[src/rtl/mem_pkg.sv]
// Shared types and constants for the SDRAM client arbiter.
// Client 3 is the TFT refresh client and always wins arbitration.
package mem_pkg;

    localparam int AN = 24;
    localparam int DN = 16;

    typedef logic [1:0] cli_id_t;

    localparam cli_id_t ID_C0  = 2'b00;
    localparam cli_id_t ID_C1  = 2'b01;
    localparam cli_id_t ID_C2  = 2'b10;
    localparam cli_id_t ID_TFT = 2'b11;

    typedef enum logic [1:0] {
        ST_IDLE = 2'b00,
        ST_REQ  = 2'b01,
        ST_GAP  = 2'b10
    } arb_state_e;

    // Modulo-3 step over the round-robin clients 0..2.
    function automatic cli_id_t rr_step(cli_id_t p, cli_id_t n);
        logic [2:0] s;
        s = {1'b0, p} + {1'b0, n};
        if (s >= 3'd3) s = s - 3'd3;
        return s[1:0];
    endfunction

endpackage

[src/rtl/mem_arb_sel.sv]
// Combinational grant selector: TFT first, then round-robin over 0..2.
module mem_arb_sel (
    input  logic [3:0] cli_request,
    input  logic [1:0] rr_ptr,
    output logic       valid,
    output logic [1:0] grant
);
    import mem_pkg::*;

    cli_id_t idx;
    logic    found;

    always_comb begin
        valid = |cli_request;
        grant = ID_TFT;
        idx   = ID_C0;
        found = 1'b0;
        if (!cli_request[ID_TFT]) begin
            grant = ID_C0;
            for (int i = 0; i < 3; i++) begin
                idx = rr_step(rr_ptr, 2'(i));
                if (!found && cli_request[idx]) begin
                    grant = idx;
                    found = 1'b1;
                end
            end
        end
    end

endmodule

[src/rtl/mem_arbiter.sv]
// Four-client SDRAM request arbiter with a one-cycle guard gap after each
// accepted request, plus a registered read-return demultiplexer.
module mem_arbiter #(
    parameter int AN = mem_pkg::AN,
    parameter int DN = mem_pkg::DN
) (
    input  logic            clkSYS,
    input  logic            n_reset,
    input  logic [3:0]      cli_request,
    input  logic [4*AN-1:0] cli_addr,
    input  logic [4*DN-1:0] cli_wdata,
    input  logic [3:0]      cli_wr,
    output logic [3:0]      cli_ack,
    output logic            request,
    output logic [AN-1:0]   req_addr,
    output logic [DN-1:0]   req_data,
    output logic [1:0]      req_id,
    output logic            req_wr,
    input  logic            req_ack,
    input  logic [DN-1:0]   mem_data,
    input  logic [1:0]      mem_id,
    input  logic            mem_valid,
    output logic [4*DN-1:0] cli_mem_data,
    output logic [3:0]      cli_mem_valid
);
    import mem_pkg::*;

    arb_state_e    state_q, state_d;
    cli_id_t       rr_q, rr_d;
    logic          request_q, request_d;
    logic [AN-1:0] addr_q, addr_d;
    logic [DN-1:0] data_q, data_d;
    cli_id_t       id_q, id_d;
    logic          wr_q, wr_d;
    logic [3:0]    ack_q, ack_d;
    logic [3:0]    mv_q;
    logic [4*DN-1:0] md_q;

    logic    sel_valid;
    cli_id_t sel_id;

    mem_arb_sel u_sel (
        .cli_request (cli_request),
        .rr_ptr      (rr_q),
        .valid       (sel_valid),
        .grant       (sel_id)
    );

    always_comb begin
        state_d   = state_q;
        rr_d      = rr_q;
        request_d = request_q;
        addr_d    = addr_q;
        data_d    = data_q;
        id_d      = id_q;
        wr_d      = wr_q;
        ack_d     = 4'b0000;
        unique case (state_q)
            ST_IDLE: begin
                if (sel_valid) begin
                    state_d   = ST_REQ;
                    request_d = 1'b1;
                    addr_d    = cli_addr[int'(sel_id)*AN +: AN];
                    data_d    = cli_wdata[int'(sel_id)*DN +: DN];
                    wr_d      = cli_wr[sel_id];
                    id_d      = sel_id;
                    if (sel_id != ID_TFT) rr_d = rr_step(sel_id, 2'd1);
                end
            end
            ST_REQ: begin
                if (req_ack) begin
                    state_d   = ST_GAP;
                    request_d = 1'b0;
                    ack_d     = 4'b0001 << id_q;
                end
            end
            // A second cycle of req_ack lands here and is ignored.
            ST_GAP: state_d = ST_IDLE;
            default: state_d = ST_IDLE;
        endcase
    end

    always_ff @(posedge clkSYS or negedge n_reset) begin
        if (!n_reset) begin
            state_q   <= ST_IDLE;
            rr_q      <= ID_C0;
            request_q <= 1'b0;
            addr_q    <= '0;
            data_q    <= '0;
            id_q      <= ID_C0;
            wr_q      <= 1'b0;
            ack_q     <= 4'b0000;
        end else begin
            state_q   <= state_d;
            rr_q      <= rr_d;
            request_q <= request_d;
            addr_q    <= addr_d;
            data_q    <= data_d;
            id_q      <= id_d;
            wr_q      <= wr_d;
            ack_q     <= ack_d;
        end
    end

    always_ff @(posedge clkSYS or negedge n_reset) begin
        if (!n_reset) begin
            mv_q <= 4'b0000;
            md_q <= '0;
        end else begin
            for (int k = 0; k < 4; k++) begin
                mv_q[k] <= mem_valid && (mem_id == 2'(k));
                if (mem_valid && (mem_id == 2'(k)))
                    md_q[k*DN +: DN] <= mem_data;
            end
        end
    end

    assign cli_ack       = ack_q;
    assign request       = request_q;
    assign req_addr      = addr_q;
    assign req_data      = data_q;
    assign req_id        = id_q;
    assign req_wr        = wr_q;
    assign cli_mem_valid = mv_q;
    assign cli_mem_data  = md_q;

endmodule
[config.mk]
export PLATFORM = sky130hd
export DESIGN_NAME = mem_arbiter
export DESIGN_NICKNAME = d
export VERILOG_FILES = /design/src/rtl/mem_pkg.sv /design/src/rtl/mem_arb_sel.sv /design/src/rtl/mem_arbiter.sv
export SDC_FILE = /design/constraint.sdc
export NUM_CORES = 1
export LEC_CHECK = 0
export BUFFER_PORTS_ARGS = -buffer_cell sky130_fd_sc_hd__buf_2
export CAP_MARGIN = 20
export CORE_MARGIN = 8
export CORE_UTILIZATION = 48
export DETAILED_ROUTE_END_ITERATION = 6
export PLACE_DENSITY = 0.82
export RECOVER_POWER = 25
export SLEW_MARGIN = 20
export SYNTH_ARGS = -nofsm -noshare
export SYNTH_HDL_FRONTEND = slang
export SYNTH_HIERARCHICAL = 1
export SYNTH_SLANG_ARGS = --single-unit
export TNS_END_PERCENT = 100
[constraint.sdc]
create_clock -name clkSYS -period 4.5 [get_ports clkSYS]
set_input_delay 0.9 -clock clkSYS [delete_from_list [all_inputs] [get_ports clkSYS]]
set_output_delay 0.9 -clock clkSYS [all_outputs]
set_load 0.01 [all_outputs]
==> results of run 1 <==
-- state kept, by name, indices dropped and copies added (netlist names) --
signal / count
req_addr: 24
req_wr: 1
req_id: 2
req_data: 16
cli_mem_valid: 4
state_q: 2
cli_mem_data: 64
request: 1
cli_ack: 4
rr_q: 2
-- layer usage --
metal / vias up / GRT usage / part of all wire / wire length, microns
li1: 1908 / - / - / -
met3: 25 / 0.0962 / 0.094 / 1600
met2: 214 / 0.381 / 0.52 / 8810
met5: - / 0 / 0.0014 / 24
met4: 4 / 0.0530 / 0.012 / 203
met1: 2184 / 0.248 / 0.38 / 6410
-- final timing paths --
| kind | to | start | slack (ns) | cells after the start |
|---|---|---|---|---|
| max | req_addr[23] | rr_q[0] | 1.33 | 9 |
| max reg2reg | req_addr[23] | rr_q[0] | 1.33 | 9 |
| min | request | request | 0.48 | 1 |
| min reg2reg | request | request | 0.48 | 1 |
| max in group asynchronous | req_data[9] | n_reset | 1.58 | 1 |
| min in group asynchronous | cli_mem_data[43] | n_reset | 1.36 | 1 |
-- area by class of cell --
cell class              instances  area [sq um]  area share
flip-flops and latches        120          3000       0.375
multi-input cells             188          2610       0.325
repair buffers                310          1570       0.196
clock buffers                  18           439      0.0548
well taps                     147           184      0.0230
clock inverters                14           171      0.0214
inverters                       9          33.8     0.00422
-- power breakdown --
| group | internal (uW) | switching (uW) | total [uW] |
|---|---|---|---|
| registers | 1420 | 205 | 1630 |
| logic | 1040 | 826 | 1870 |
| clock network | 889 | 504 | 1390 |
| total | 3360 | 1540 | 4890 |
-- placed cells by master (no fill, tap or decap), drive strengths merged --
| cell | Yosys | final |
|---|---|---|
| nor4b | 1 | 1 |
| buf | 14 | 308 |
| a21oi | 4 | 4 |
| nor3 | 1 | 1 |
| nand3 | 1 | 1 |
| dfrtp | 120 | 120 |
| a21o | 2 | 2 |
| nand2 | 3 | 3 |
| nor2 | 2 | 2 |
| o21ai | 4 | 4 |
| nor3b | 5 | 5 |
| clkinvlp | 0 | 3 |
| or4 | 1 | 1 |
| and3 | 1 | 1 |
| mux2 | 109 | 109 |
| ha | 5 | 5 |
| o31ai | 1 | 1 |
| mux2i | 1 | 1 |
| bufinv | 0 | 3 |
| inv | 9 | 12 |
| clkinv | 0 | 5 |
| mux4 | 42 | 42 |
| clkbuf | 4 | 20 |
| nand2b | 2 | 2 |
| nand3b | 3 | 3 |
-- critical path: stages, from the launching register on --
cell and delay, ns:
dfrtp_1 0.38, inv_1 0.07, ha_1 0.35, nor3b_1 0.25, o21ai_0 0.12, o31ai_1 0.09
a21o_2 0.61, buf_4 0.38, mux4_2 0.54, mux2_4 0.27
-- per-stage QoR --
stage,power (uW),hold slack [ns],util,instance area (sq um)
after floorplan,2880,0.484,-,5770
after global placement,3450,0.461,0.625,7410
after detailed placement,3530,0.465,0.625,7410
after CTS,4940,0.477,0.677,8030
after global routing,5150,0.507,0.675,8010
final,4890,0.475,0.675,8010
-- synthesized netlist by cell type, types with 3 or more instances --
cell type / count
clkbuf_1: 4
dfrtp_1: 120
buf_6: 6
buf_4: 4
o21ai_0: 3
nor3b_1: 3
buf_2: 4
mux2_2: 71
mux2_1: 4
mux4_2: 40
inv_1: 9
mux2_4: 34
ha_1: 5
a21oi_1: 4
nand2_1: 3
-- cell families after synthesis --
kind of cell             after synthesis  share of synthesized area
multiplexers                         152                      0.402
flip-flops                           120                      0.520
buffers and inverters                 27                     0.0288
AND/OR/NAND/NOR                       20                     0.0275
AO/OA/AOI/OAI                         11                     0.0108
adder cells (fa/ha/maj)                5                     0.0108
==> flow_metrics.py, run 1 <==
metrics = {
    "global_route": {
        "antenna_found_initial": 2,
        "grt_pass1_vias": 4945,
        "grt_pass1_wl_mm": 27.6,
        "grt_max_degree": 72,
        "grt_overflow": 0,
        "grt_usage": 0.221,
    },
    "finish": {
        "nFillCells": 834,
        "antenna_cells": 0,
        "layout.nets": 841,
        "finalNonFillerCells": 806,
        "layout-area-overhead-vs-synth_pct": 38.8,
        "drive_gt1_frac": 0.744,
    },
    "placed_design": {
        "hpwlAfterDp_mm": 13.3,
        "gp_congestion": 0.794,
        "numPortBuffers": 305,
        "dp_slack_ns": 1.09,
        "dp_cells": 774,
    },
    "worst_hold_path": {
        "min_path_type": "reg2reg",
    },
    "route": {
        "wirelength_mm": 17.1,
        "remaining_drc_errors": 0,
        "vias": 4335,
        "vias_per_cell": 5.38,
        "ant_nets": 0,
        "dr.pass1.iters": 5,
        "drt_iter0_markers": 209,
        "wl_per_cell_microns": 21.2,
    },
    "cts": {
        "cts.clk_slew.worst_paths_ns": 0.06,
        "cts_setup_buffers": 0,
        "cts_tree": "done",
        "cts_buffers": 17,
        "cts_resized": 0,
        "insertion_delay_ns": 0.40,
        "clock-sinks": 120,
        "cts_htree_levels": 4,
        "clk_path_buf_depth": 2,
        "cts_root_buf": "clkbuf_16",
        "postCtsHoldBufs": 0,
    },
    "floorplan": {
        "coreArea_sq_um": 11900,
        "die_w_microns": 126,
        "io_pins": 306,
        "num_rows": 40,
        "die_h_microns": 126,
        "die-area_sq_um": 15800,
        "initial_utilization": 0.487,
    },
    "critical_path": {
        "critical_path_class": "reg2reg",
        "start_kind": "flop",
        "worstPathArrival_ns": 3.46,
        "cp_data_required_time_ns": 4.79,
        "critPathMaxFanout": 21,
        "endpoint_kind": "flop",
    },
    "synth": {
        "ys_warn_count": 6,
        "synth_ff_type": "dfrtp_1",
        "syn_nets": 530,
        "synth.distinct_cells": 30,
        "synth.area.top_cells": "dfrtp_1 52%, mux4_2 16%, mux2_2 14%",
        "synth_top_area_cell": "dfrtp_1",
        "async_flop_share": 1.00,
        "synth_top_cell_area_share": 0.520,
        "syn_inst": 335,
        "synth_area_sq_um": 5770,
        "yosysSeqAreaShare": 0.520,
        "synth-seq-cells": 120,
        "synth_area_per_cell_sq_um": 17.2,
        "synth_edf_count": 0,
    },
    "timing": {
        "rsz0062_at_grt": "no",
        "fin_crit_ns": 3.17,
        "final.period_utilization": 0.705,
        "finalMaxSlewViolations": 50,
        "fmax_ghz": 0.315,
        "finalHoldViolations": 0,
        "relSlewSlack": -0.826,
        "setup_ws_ns": 1.33,
        "skew_ns": 0.00658,
        "final-setup-viol-count": 0,
        "worstMarginPinSlew_ns": 2.74,
        "fin_setup_tns_ns": 0,
    },
    "power": {
        "leakagePower_uw": 0.00400,
        "powerDensity_nw_per_um2": 610,
        "ir_drop_uv": 270,
    },
    "run_status": {
        "status": "finished, violations left",
        "violations": "capacitance limit, slew limit",
    },
    "job": {
        "maxCapViolCount": 1,
    },
}
(Power assumes the default switching activity.)
==> inputs of run 2 (changes only) <==
ABC_AREA = 1   (was default)
CORE_UTILIZATION = 42   (was 48)
PLACE_DENSITY = 0.74   (was 0.82)
clock period = 2.55 ns   (was 4.5 ns; I/O delays follow)
==> run 2 against run 1 <==
  * The flow still finishes with violations (capacitance limit, slew limit)
  * Non-clock buffer count up 10
  * Setup slack worse by 1.0 ns
  * Via count grew 51%
  * Sequential share of layout area down 2.1 points
  * Largest power group unchanged
  * Routed wire length grew 19%
  * Largest cell class unchanged
  * Final area increased by 6.0%
==> flow_metrics.py, run 2 <==
metrics = {
    "floorplan": {
        "die_h_microns": 138,
        "coreArea_sq_um": 14500,
        "die-area_sq_um": 19000,
        "io_pins": 306,
        "initial_utilization": 0.430,
        "num_rows": 44,
        "die_w_microns": 138,
    },
    "finish": {
        "final_cell_mix": "412 x nand2_1, 304 x buf_2, 120 x dfrtp_1",
        "layout.nets": 1362,
        "finalNonFillerCells": 1364,
        "nFillCells": 1385,
        "layout_commonest_cell": "nand2_1",
        "antenna_cells": 0,
        "drive_gt1_frac": 0.315,
        "largest_reg_flops": 64,
        "seq_area_sq_um": 3000,
        "multi_input_area_sq_um": 2590,
        "layout-area-overhead-vs-synth_pct": 35.9,
    },
    "cts": {
        "cts_htree_levels": 4,
        "cts_buffers": 17,
        "insertion_delay_ns": 0.41,
        "clock-sinks": 120,
        "cts_tree": "done",
        "cts_setup_buffers": 0,
        "cts_root_buf": "clkbuf_16",
        "cts.clk_slew.worst_paths_ns": 0.05,
        "clk_path_buf_depth": 2,
    },
    "critical_path": {
        "cp_data_required_time_ns": 2.85,
        "r2r_start": "rr_q[0]",
        "critPathMaxFanout": 11,
        "start_kind": "flop",
        "endpoint_kind": "flop",
        "worstPathArrival_ns": 2.56,
        "r2r.worst_path.cells": 14,
        "critical_path_class": "reg2reg",
        "worstReg2RegEnd": "rr_q[0]",
        "reg2reg_slack_ns": 0.29,
    },
    "worst_hold_path": {
        "hold_end": "state_q[0]",
        "min-delay-start": "req_ack",
        "min_path_cells": 2,
        "min_path_type": "in2reg",
    },
    "power": {
        "ir_drop_uv": 577,
        "powerDensity_nw_per_um2": 1080,
        "leakagePower_uw": 0.00517,
    },
    "route": {
        "drt_iter0_markers": 437,
        "vias": 6529,
        "wl_per_cell_microns": 14.9,
        "ant_nets": 0,
        "vias_per_cell": 4.79,
        "wirelength_mm": 20.4,
        "remaining_drc_errors": 0,
        "dr.pass1.iters": 5,
    },
    "synth": {
        "synth_edf_count": 0,
        "ys_warn_count": 6,
        "synth_simple_gate_area_share": 0.349,
        "synth_area_sq_um": 6240,
        "synth.distinct_cells": 25,
        "synth-seq-cells": 120,
        "synthAdderAreaFrac": 0.0100,
        "syn_inst": 875,
        "synth_mux_area_frac": 0,
        "async_flop_share": 1.00,
        "synth_top_family_by_area": "simple AND/OR/NAND/NOR gates",
        "synth_commonest_cells": "414 x nand2_1, 120 x dfrtp_1, 95 x inv_1",
        "synth_ff_type": "dfrtp_1",
        "synth_top_cell_area_share": 0.481,
        "synth-compound-area-share": 0.0557,
        "yosysSeqAreaShare": 0.481,
        "synth.area.top_cells": "dfrtp_1 48%, nand2_1 25%, nand3_1 7.5%",
        "synth_area_per_cell_sq_um": 7.14,
        "syn_nets": 1070,
        "yosys.cell_count.top_type": "nand2_1",
        "yosys.area_share.xor_xnor": 0,
        "synth_top_area_cell": "dfrtp_1",
    },
    "placed_design": {
        "hpwlAfterDp_mm": 15.4,
        "dp_cells": 1331,
        "numPortBuffers": 305,
        "gp_congestion": 0.867,
    },
    "global_route": {
        "gr-usage-met1": 0.246,
        "antenna_found_initial": 0,
        "busiest_layer": "met2",
        "grt_pass1_vias": 6440,
        "grt_overflow": 0,
        "grt_usage": 0.212,
        "globalRouteMet3Util": 0.0746,
        "grt_pass1_wl_mm": 31.6,
        "met2_usage": 0.348,
        "grt_max_degree": 81,
    },
    "timing": {
        "rsz0062_at_grt": "no",
        "final.period_utilization": 0.888,
        "fmax_ghz": 0.442,
        "relSlewSlack": -0.272,
        "finalHoldViolations": 0,
        "fin_setup_tns_ns": 0,
        "worstMarginPinSlew_ns": 1.91,
        "final-setup-viol-count": 0,
        "fin_crit_ns": 2.26,
        "skew_ns": 0.00520,
        "finalMaxSlewViolations": 81,
    },
    "run_status": {
        "violations": "capacitance limit, slew limit",
        "status": "finished, violations left",
    },
    "job": {
        "maxCapViolCount": 1,
    },
}
## run 2: changes by cell type after synthesis, moves of 34 or more
cell     delta
o21ai_1    +64
inv_1      +86
mux4_2     -40
mux2_2     -71
nand3_1    +94
mux2_4     -34
nand2_1   +411
## run 2: logic make-up after synthesis
family | Yosys count
flops | 120
fa+ha+maj | 5
buf+inv | 152
compound gates | 68
simple gates | 530
## run 2: repair_timing
action | 4_1_cts | 5_1_grt
setup endpoints to repair | 0 | 1
hold buffers | 0 | 0
resized for setup | 0 | 0
## run 2: worst max-delay path by stage
| stage | start | depth (start not counted) | slack [ns] | end |
|---|---|---|---|---|
| finish | rr_q[0] | 14 | 0.29 | rr_q[0] |
| global route | rr_q[0] | 15 | 0.05 | req_addr[6] |
| CTS | rr_q[0] | 14 | 0.24 | req_data[14] |
| detailed placement | rr_q[0] | 14 | 0.26 | req_data[14] |
| global placement | rr_q[0] | 14 | 0.32 | req_data[14] |
| floorplan | rr_q[0] | 15 | 0.37 | rr_q[0] |
## run 2: per-layer routing
metal | vias up | part of all wire | wire length, microns
met5 | - | 0 | 0
met4 | 0 | 0.028 | 563
met3 | 36 | 0.11 | 2160
met2 | 285 | 0.48 | 9800
met1 | 2940 | 0.39 | 7850
li1 | 3268 | - | -
## run 2: area by class of cell
type | instances | area share
clock buffer | 20 | 0.0514
clock inverter | 12 | 0.0152
inverter | 105 | 0.0464
multi-input combinational | 603 | 0.305
sequential | 120 | 0.354
tap | 184 | 0.0271
timing repair buffer | 320 | 0.201
## run 2: power by group
group          switching (uW)  total, uW  leakage (uW)  internal, uW
combinational            2600       4110       0.00340          1510
sequential                318       2780       0.00150          2460
clock                     850       2280      0.000270          1430
## run 2: critical path, cell delays in order (launching register included)
cell and delay, ns:
dfrtp_1 0.37, inv_1 0.08, ha_1 0.36, inv_1 0.11, nand3_1 0.09, nand2_2 0.09
inv_1 0.05, a31oi_1 0.17, nand2_2 0.12, buf_4 0.19, ha_1 0.21, inv_1 0.09
nand2_1 0.08, nand2_1 0.09, nand2_1 0.05
## run 2: metrics by stage
stage           util  setup slack [ns]  cell area [sq um]  power, uW  hold slack (ns)
2_1_floorplan      -             0.369               6240       5490            0.214
3_3_place_gp   0.545             0.323               7920       6830            0.458
5_1_grt        0.584            0.0470               8490       9900            0.304
3_5_place_dp   0.545             0.258               7920       6900            0.459
4_1_cts        0.584             0.242               8480       9220            0.128
6_report       0.584             0.286               8490       9170            0.308
